==> config.mk <==
export PLATFORM = sky130hd
export DESIGN_NAME = cpu_run_ctrl
export DESIGN_NICKNAME = d
export VERILOG_FILES = /design/src/rtl/cpu_run_ctrl.sv
export SDC_FILE = /design/constraint.sdc
export NUM_CORES = 1
export LEC_CHECK = 0
export CAP_MARGIN = 10
export CORE_ASPECT_RATIO = 0.75
export CORE_MARGIN = 1.5
export CORE_UTILIZATION = 50
export CTS_CLUSTER_SIZE = 25
export DETAILED_ROUTE_END_ITERATION = 12
export GPL_TIMING_DRIVEN = 0
export PLACE_DENSITY = 0.79
export SLEW_MARGIN = 40
export SYNTH_ARGS = -nofsm -noshare
export SYNTH_HDL_FRONTEND = slang
export SYNTH_SLANG_ARGS = --single-unit
export TNS_END_PERCENT = 30
==> constraint.sdc <==
create_clock -name clk -period 2.17 [get_ports clk]
set_input_delay 0.3255 -clock clk [delete_from_list [all_inputs] [get_ports clk]]
set_output_delay 0.3255 -clock clk [all_outputs]
set_load 0.05 [all_outputs]
==> src/rtl/cpu_run_ctrl.sv <==
// ---------------------------------------------------------------------------
// cpu_run_ctrl
//
// Run-control stage for the CPU. It runs on the generated clock and produces
// the CPU clock enable and CPU reset. After reset or a soft clear, it holds
// the CPU in reset for RST_CYCLES edges. It then waits in HALTED for a
// start (free-run) or step (run step_n cycles) command. It also counts
// enabled cycles and drops the enable when the CPU reports a halt.
//
// Ports
//   clk        in   clock, all logic on its rising edge
//   rst_n      in   synchronous active-low reset
//   start      in   pulse: enter free-run
//   stop       in   pulse: halt at once
//   step       in   pulse: run step_n cycles, then halt
//   step_n     in   cycle count for step (0 behaves as 1)
//   clr        in   pulse: soft CPU reset, re-enters the reset hold
//   hlt_in     in   level from CPU, high once it executed a halt
//   cpu_en     out  registered CPU clock enable
//   cpu_rst_n  out  registered active-low CPU reset
//   running    out  high while in RUN or STEP
//   done       out  one-cycle pulse on every RUN/STEP -> HALTED transition
//   cycle_cnt  out  number of edges seen with cpu_en high (wraps)
//
// Handshake: there is no valid/ready pair here. Every command input is a
// level that is sampled at each rising edge. A command takes effect at
// the edge that samples it, and its effect on the registered outputs is
// visible in the following cycle.
// ---------------------------------------------------------------------------
module cpu_run_ctrl #(
    parameter int RST_CYCLES = 4,
    parameter int CNT_W      = 32,
    parameter int STEP_W     = 8
) (
    input  logic              clk,
    input  logic              rst_n,
    input  logic              start,
    input  logic              stop,
    input  logic              step,
    input  logic [STEP_W-1:0] step_n,
    input  logic              clr,
    input  logic              hlt_in,
    output logic              cpu_en,
    output logic              cpu_rst_n,
    output logic              running,
    output logic              done,
    output logic [CNT_W-1:0]  cycle_cnt
);

    localparam int HOLD_W = (RST_CYCLES > 1) ? $clog2(RST_CYCLES) : 1;
    // The hold counter starts at 0 after reset/clr, so the edge that sees
    // this value is the RST_CYCLES-th edge of the hold.
    localparam logic [HOLD_W-1:0] HOLD_LAST = HOLD_W'(RST_CYCLES - 1);

    typedef enum logic [1:0] {
        ST_RESET  = 2'd0,
        ST_HALTED = 2'd1,
        ST_RUN    = 2'd2,
        ST_STEP   = 2'd3
    } state_e;

    state_e             state_q,  state_d;
    logic [HOLD_W-1:0]  hold_q,   hold_d;
    logic [STEP_W-1:0]  remain_q, remain_d;
    logic [CNT_W-1:0]   cnt_q,    cnt_d;
    logic               en_q,     en_d;
    logic               rstn_q,   rstn_d;
    logic               run_q,    run_d;
    logic               done_q,   done_d;
    logic               halt_req;

    // stop and a CPU halt behave identically.
    assign halt_req = stop | hlt_in;

    always_comb begin
        state_d  = state_q;
        hold_d   = hold_q;
        remain_d = remain_q;
        done_d   = 1'b0;
        // en_q is the enable the CPU sees during this cycle, so this edge
        // is an executed cycle exactly when en_q is high.
        cnt_d    = en_q ? cnt_q + CNT_W'(1) : cnt_q;

        if (clr) begin
            // A soft clear is not a normal halt: done stays low.
            state_d  = ST_RESET;
            hold_d   = '0;
            remain_d = '0;
            cnt_d    = '0;
        end else begin
            case (state_q)
                ST_RESET: begin
                    if (hold_q == HOLD_LAST) begin
                        state_d = ST_HALTED;
                        hold_d  = '0;
                    end else begin
                        hold_d  = hold_q + HOLD_W'(1);
                    end
                end
                ST_HALTED: begin
                    if (!halt_req) begin
                        if (start) begin
                            state_d = ST_RUN;
                        end else if (step) begin
                            state_d  = ST_STEP;
                            remain_d = (step_n == '0) ? STEP_W'(1) : step_n;
                        end
                    end
                end
                ST_RUN: begin
                    if (halt_req) begin
                        state_d = ST_HALTED;
                        done_d  = 1'b1;
                    end
                end
                ST_STEP: begin
                    remain_d = remain_q - STEP_W'(1);
                    if (halt_req || remain_q == STEP_W'(1)) begin
                        state_d  = ST_HALTED;
                        remain_d = '0;
                        done_d   = 1'b1;
                    end
                end
                default: begin
                    state_d = ST_RESET;
                    hold_d  = '0;
                end
            endcase
        end

        // The outputs are derived from the next state, so they line up
        // with the state register.
        en_d   = (state_d == ST_RUN) || (state_d == ST_STEP);
        run_d  = en_d;
        rstn_d = (state_d != ST_RESET);
    end

    always_ff @(posedge clk) begin
        if (!rst_n) begin
            state_q  <= ST_RESET;
            hold_q   <= '0;
            remain_q <= '0;
            cnt_q    <= '0;
            en_q     <= 1'b0;
            rstn_q   <= 1'b0;
            run_q    <= 1'b0;
            done_q   <= 1'b0;
        end else begin
            state_q  <= state_d;
            hold_q   <= hold_d;
            remain_q <= remain_d;
            cnt_q    <= cnt_d;
            en_q     <= en_d;
            rstn_q   <= rstn_d;
            run_q    <= run_d;
            done_q   <= done_d;
        end
    end

    assign cpu_en    = en_q;
    assign cpu_rst_n = rstn_q;
    assign running   = run_q;
    assign done      = done_q;
    assign cycle_cnt = cnt_q;

endmodule
Word-level counts from Yosys, hierarchy flattened
Cells that the tools add are included.
{"block": "classes", "add_sub_neg": 3, "n_eq_ne": 10, "n_mux": 18, "bitwise_logic": 2, "reduce_logical": 8}
{"operator": "8-bit 2-to-1 mux", "count": 5}
{"operator": "32-bit by 1-bit adder with 32-bit output (second input constant)", "count": 1}
{"operator": "2-bit 2-to-1 mux", "count": 8}
{"operator": "8-bit case mux with 2 select lines", "count": 1}
{"operator": "2-bit == test (second input constant)", "count": 5}
{"operator": "8-bit by 1-bit == test with 1-bit output (second input constant)", "count": 1}
{"operator": "8-bit zero test", "count": 1}
{"operator": "2-bit case mux with 4 select lines", "count": 1}
{"operator": "8-bit by 1-bit subtractor with 8-bit output (second input constant)", "count": 1}
{"operator": "2-bit != test (second input constant)", "count": 3}
{"operator": "4-bit AND reduction", "count": 1}
{"operator": "2-bit nonzero test", "count": 2}
{"operator": "2-bit by 1-bit adder with 2-bit output (second input constant)", "count": 1}
{"operator": "2-bit by 1-bit == test with 1-bit output (second input constant)", "count": 1}
{"operator": "2-bit zero test", "count": 1}
{"operator": "1-bit logical OR", "count": 2}
{"operator": "1-bit 2-to-1 mux", "count": 2}
{"operator": "1-bit case mux with 2 select lines", "count": 1}
{"operator": "2-bit OR reduction", "count": 1}
{"operator": "1-bit inverter", "count": 1}
{"operator": "1-bit OR", "count": 1}
{"block": "word_totals", "regBits": 47, "out_inout_bits": 36}

Logic depth before layout (Yosys ltp)
Gate-level depths: netlist of the first run.
{"block": "depth", "word_depth": 7, "depth_mapped": 7, "mapped_depth_nobuf": 6}

Worst setup path before layout of the first run
Ideal clock, no wire load.
{"block": "synth_path", "path_type": "reg-to-reg", "startpoint": "reg cnt_q[6] (netlist: cycle_cnt[6])", "endpoint": "reg cnt_q[30] (netlist: cycle_cnt[30])", "setup_ps": 71, "arrival_ps": 2128, "required_ps": 2099, "path_slack_ps": -29, "stages_incl_launch_ff": 5, "n_path_buf": 0, "period_less_slack_ps": 2199, "cell_sequence": "dfxtp_1 -> nand3_1 -> or4_4 -> or4_1 -> a21oi_1"}
{"block": "synth_between", "elab_chain_len": 1}
{"element": "start, declared", "line": "65", "source": "logic [CNT_W-1:0] cnt_q, cnt_d;"}
{"element": "start signal, assigned", "line": "152", "source": "cnt_q <= cnt_d;"}
{"element": "32-bit by 1-bit adder with 32-bit output", "line": "82", "source": "cnt_d = en_q ? cnt_q + CNT_W'(1) : cnt_q;"}
Every way passes these cells.
A chain may end at the register's enable or synchronous reset.

==> results.toml, run 1 <==
[run_status]
status = "finished, final reports clean"

[synthesis]
ys_warn_count = 0
synthSimpleGateAreaFrac_pct = 30.0
synth_cell_types = 45
synth_area_um2 = 2360
synth_top_area_cell = "dfxtp_1"
ys_seq_area_share_pct = 39.9
synthMuxAreaShare_pct = 1.27
synth-compound-area-share_pct = 19.1
avgSynthCellArea_um2 = 8.30
synth_top_family_by_area = "simple AND/OR/NAND/NOR gates"
synthAdderAreaFrac_pct = 2.12
synth-seq-cells = 47
syn-num-nets = 303
synth-xor-area-share_pct = 4.46
yosys.area.top_type_share_pct = 39.9
synthCells = 284
synth.area.top_cells = "dfxtp_1, a21oi_1, nand2_1"

[clock_network]
clock-root-buffer = "clkbuf_8"
cts_tree = "yes"
clk_latency_ps = 310
cts_htree_levels = 2
cts_buffer_depth = 2
clk_pin_slew_ps = 80
cts_made_buffers = 5
cts_sinks = 47
ctsHoldBuffers = 0

[global_route]
grt_max_degree = 14
grt.total_usage_pct = 24.6
grt_pass1_vias = 2082
gr-total-overflow = 0
grt_pass1_wl_um = 9760
antenna_found_initial = 0

[sta]
hold_ws_ps = 487
tightest_slew_ps = 647
fmax_mhz = 478
setup_viol = 0
hold_viol_final = 0
skew_ps = 4.83
rsz0062_at_grt = "true"
maxSlewViolCount = 0
period_share_pct = 96.3
finalCriticalPeriod_ps = 2090
slew_headroom_pct = 56.5

[die]
die_x_um = 82.3
fp-row-count = 21
die_area_um2 = 5140
num_io_pins = 51
die_y_um = 62.4
core_area_um2 = 4490
initial_utilization_pct = 52.4

[drt]
viasPerCell = 6.04
drc_errors = 0
drtPass1Iterations = 5
wire_per_inst_um = 15.0
vias = 2408
ant_nets = 0
drt_wl_total_um = 6000
drt_iter0_markers = 153

[worst_setup_path]
crit_slowest_cell = "or4_1"
crit_path_cell_trace = "buf_2, and4_1, nand4_1, or4_1, a21oi_1"
rr_worst_depth = 5
crit_buf_inv = 1
cp.required_ps = 2410
cp.depth = 5
crit_path_max_fanout = 9
cp_top_family = "simple AND/OR/NAND/NOR gates"
cp-end-kind = "register"
max_stage_delay_ps = 620
cp.arrival_ps = 2330
start_kind = "register"
critical_path_class = "reg2reg"

[power]
power_mw = 1.52
power_density_nw_per_um2 = 498
ir_drop_v = 0.000427
p_leak_nw = 1.04

[layout]
layout.cells.non_filler = 399
most-common-layout-cells = "clkdlybuf4s50_1, dfxtp_1, nand2_1"
fin_util_pct = 67.8
final_common_cell = "clkdlybuf4s50_1"
drive_gt1_share_pct = 6.73
fin_nets = 360
area_growth_pct = 29.4
final.fill_count = 376
diodes = 0

[placement]
dp_hpwl_um = 4360
dp.cells = 391
portBuffers = 50
gp_congestion = 0.863

[min_path]
hold_path.class = "reg2reg"
hold_depth = 2

[run]
cap_violations = 0
[per-layer routing]
metal	GRT usage [%]	up-vias	wire (um)
met5	0	-	0
met4	5.72	0	55
met3	7.01	6	453
met2	33.5	94	2500
met1	37.8	1123	2990
li1	-	1185	-
[state kept, by name (all words and copies together), names as in the netlist]
register / flops
hold_q: 2
remain_q: 8
cycle_cnt: 32
running: 1
cpu_rst_n: 1
state_q: 2
done: 1
[cells in the mapped netlist (all sizes together)]
library cell / count
a211oi: 2
a21boi: 3
a21oi: 21
a221oi: 1
a22oi: 2
a31oi: 4
a32oi: 2
a41o: 3
and3: 7
and4: 3
and4b: 1
buf: 4
clkbuf: 9
dfxtp: 47
ha: 4
inv: 5
mux2i: 3
nand2: 26
nand2b: 8
nand3: 16
nand3b: 1
nand4: 10
nor2: 24
nor2b: 3
nor3: 6
nor3b: 1
nor4: 6
nor4b: 2
nor4bb: 1
o21a: 1
o21ai: 13
o22ai: 5
o311ai: 4
o31ai: 6
o41ai: 3
or3: 6
or4: 9
xnor2: 6
xor2: 6
[worst register-to-register path: cells and delay by family, from the launching register on]
kind                   cells  cell delay (ps)
AO/OA/AOI/OAI              1              160
buffers and inverters      1              200
flip-flops                 1              360
AND/OR/NAND/NOR            3             1300
[path summary, 6_finish.rpt]
| check | startpoint | end | slack [ps] |
|---|---|---|---|
| worst max-delay path | running | cycle_cnt[25] | 80 |
| worst min-delay path | hold_q[1] | hold_q[1] | 490 |
| worst max register to register | running | cycle_cnt[25] | 80 |
| worst min register to register | hold_q[1] | hold_q[1] | 490 |
[final cells by class]
cell class,count,area [um2],share of cell area (%)
Clock buffer,8,100,3.28
Buffer,13,58.8,1.93
Tap cell,57,71.3,2.34
Timing Repair Buffer,50,500,16.4
Inverter,5,18.8,0.616
Multi-Input combinational cell,219,1350,44.4
Sequential cell,47,946,31.0
[report_power, final]
part / switching [mW] / internal (mW)
logic: 0.0353 / 0.0338
registers: 0.00123 / 0.863
clock network: 0.293 / 0.291
[through the flow]
step | worst slack (ps) | area, um2 | setup TNS [ps]
6_report | 79.9 | 3050 | 0
5_1_grt | -12.8 | 3050 | -18.6
4_1_cts | 119 | 3040 | 0
3_5_place_dp | -172 | 2940 | -940
3_3_place_gp | -130 | 2930 | -735
2_1_floorplan | 23.9 | 2360 | 0
[kinds of logic (layout without fill, tap and decap cells)]
| kind of cell | Yosys count | in the layout |
|---|---|---|
| AND/OR/NAND/NOR | 130 | 130 |
| buffers and inverters | 18 | 76 |
| flip-flops | 47 | 47 |
| adder cells (fa/ha/maj) | 4 | 4 |
| AO/OA/AOI/OAI | 70 | 70 |
| XOR/XNOR | 12 | 12 |
| multiplexers | 3 | 3 |
[timing repair]
item / 4_1_cts / 5_1_grt
gates resized for setup: 0 / 5
setup buffers: 0 / 0
endpoints found under the setup margin: 0 / 8
No activity file was read; power rests on OpenSTA's default activity.
==> run 2: changes to the inputs <==
--- a/config.mk
+++ b/config.mk
@@ -5,14 +5,14 @@
 export SDC_FILE = /design/constraint.sdc
 export NUM_CORES = 1
 export LEC_CHECK = 0
-export CAP_MARGIN = 10
+export CAP_MARGIN = 30
 export CORE_ASPECT_RATIO = 0.75
 export CORE_MARGIN = 1.5
-export CORE_UTILIZATION = 50
+export CORE_UTILIZATION = 35
 export CTS_CLUSTER_SIZE = 25
 export DETAILED_ROUTE_END_ITERATION = 12
 export GPL_TIMING_DRIVEN = 0
-export PLACE_DENSITY = 0.79
+export PLACE_DENSITY = 0.68
 export SLEW_MARGIN = 40
 export SYNTH_ARGS = -nofsm -noshare
 export SYNTH_HDL_FRONTEND = slang
==> run 2 against run 1 <==
- die area increased by 41%
- non-clock buffer count is 2 higher
- total power is 4.0% lower
- cell count up 6.5%
- design area up 1.1%
- critical path depth shrank 4
- hold slack improved by 2.8 ps
- largest cell class unchanged
- core utilization fell by 20 points
- wire length increased by 5.6%
==> results.toml, run 2 (synthesis gave the netlist of run 1 again) <==
[drt]
viasPerCell = 5.60
vias = 2378
drt_iter0_markers = 108
wire_per_inst_um = 14.9
drc_errors = 0
drt_wl_total_um = 6330
drtPass1Iterations = 4
ant_nets = 0

[global_route]
antenna_found_initial = 0
grt_pass1_vias = 2156
grt_max_degree = 15
gr-total-overflow = 0
grt_pass1_wl_um = 10300
grt.total_usage_pct = 17.7

[worst_setup_path]
critical_path_class = "reg2out"
crit_buf_inv = 1
cp-end-kind = "output port"
start_kind = "register"
cp_top_family = "buffers and inverters"
crit_slowest_cell = "clkdlybuf4s50_1"
crit_path_cell_trace = "clkdlybuf4s50_1"
r2r_slack_ps = 170
max_stage_delay_ps = 870
crit_path_max_fanout = 9
cp.arrival_ps = 1690
cp.required_ps = 1840

[sta]
rsz0062_at_grt = "true"
slew_headroom_pct = 50.4
finalCriticalPeriod_ps = 2020
maxSlewViolCount = 0
period_share_pct = 92.9
setup_viol = 0
skew_ps = 8.40
fmax_mhz = 496
tightest_slew_ps = 738
hold_viol_final = 0

[layout]
final_common_cell = "clkdlybuf4s50_1"
fin_util_pct = 48.1
fin_nets = 362
most-common-layout-cells = "clkdlybuf4s50_1, dfxtp_1, nand2_1"
largest_reg_flops = 32
area_growth_pct = 30.8
diodes = 0
drive_gt1_share_pct = 7.56
layout.cells.non_filler = 425

[placement]
dp.cells = 415
portBuffers = 50
dp_hpwl_um = 4530
gp_congestion = 0.894

[run_status]
status = "finished, final reports clean"

[power]
power_mw = 1.46
ir_drop_v = 0.000197
p_leak_nw = 1.04
power_density_nw_per_um2 = 473

[die]
die_y_um = 74.1
die_x_um = 97.7
die_area_um2 = 7240
initial_utilization_pct = 36.7
core_area_um2 = 6410
num_io_pins = 51
fp-row-count = 25

[min_path]
hold_path.class = "reg2reg"

[clock_network]
cts_sinks = 47
cts_made_buffers = 5
clock-root-buffer = "clkbuf_8"
cts_tree = "yes"
clk_pin_slew_ps = 90
cts_buffer_depth = 2
clk_latency_ps = 310
cts_htree_levels = 2

[run]
cap_violations = 0
==> run 2: stage by stage <==
| stage | TNS [ps] | hold slack, ps | worst slack [ps] | area (um2) |
|---|---|---|---|---|
| 5_1_grt | -26.2 | 511 | -24.1 | 3080 |
| 4_1_cts | 0 | 480 | 53.1 | 3050 |
| 6_report | 0 | 490 | 155 | 3080 |
| 3_5_place_dp | -1330 | 466 | -154 | 2970 |
| 2_1_floorplan | 0 | 448 | 23.9 | 2360 |
| 3_3_place_gp | -969 | 465 | -124 | 2960 |
==> run 2: final timing paths <==
path,depth (start not counted),startpoint,end
setup / recovery,1,cycle_cnt[22],cycle_cnt[22]
hold / removal,2,remain_q[6],remain_q[6]
setup reg to reg,6,cycle_cnt[15],cycle_cnt[28]
hold reg to reg,2,remain_q[6],remain_q[6]
==> run 2: final cells by class <==
type                    instances  area [um2]
repair buffers                 52         515
flip-flops and latches         47         946
clock buffers                   5        68.8
plain buffers                  13        57.6
well taps                      81         101
multi-input cells             219        1360
inverters                       5        18.8
fillers                       631        3330
clock inverters                 3        15.0
==> run 2: metal layers <==
layer	track usage [%]	up-vias	share of wire, %
met1	25.4	1130	54
li1	-	1194	-
met3	3.48	7	3.1
met2	26.5	47	42
met5	0	-	0
met4	6.35	0	1.1
==> run 2: repair_timing <==
item                                    in CTS  in global routing
hold buffers                                 0                  0
resized for setup                            0                  3
setup buffers                                0                  2
endpoints found under the setup margin       0                  7
==> run 2: worst min-delay path, cell delays in order (launching register included) <==
cell     delay [ps]
dfxtp_1         330
nand2_1          50
o22ai_1          60
==> run 2: report_power, final <==
group          internal (mW)  switching, mW
Sequential             0.863        0.00124
Clock                  0.221          0.301
Combinational         0.0338         0.0363
Total                   1.12          0.339
==> run 3: changes to the inputs <==
--- a/config.mk
+++ b/config.mk
@@ -5,7 +5,7 @@
 export SDC_FILE = /design/constraint.sdc
 export NUM_CORES = 1
 export LEC_CHECK = 0
-export CAP_MARGIN = 30
+export CAP_MARGIN = 0
 export CORE_ASPECT_RATIO = 0.75
 export CORE_MARGIN = 1.5
 export CORE_UTILIZATION = 35
==> results of run 3 <==
Same layout as run 2: the final DEF is identical, and so are final timing and power.
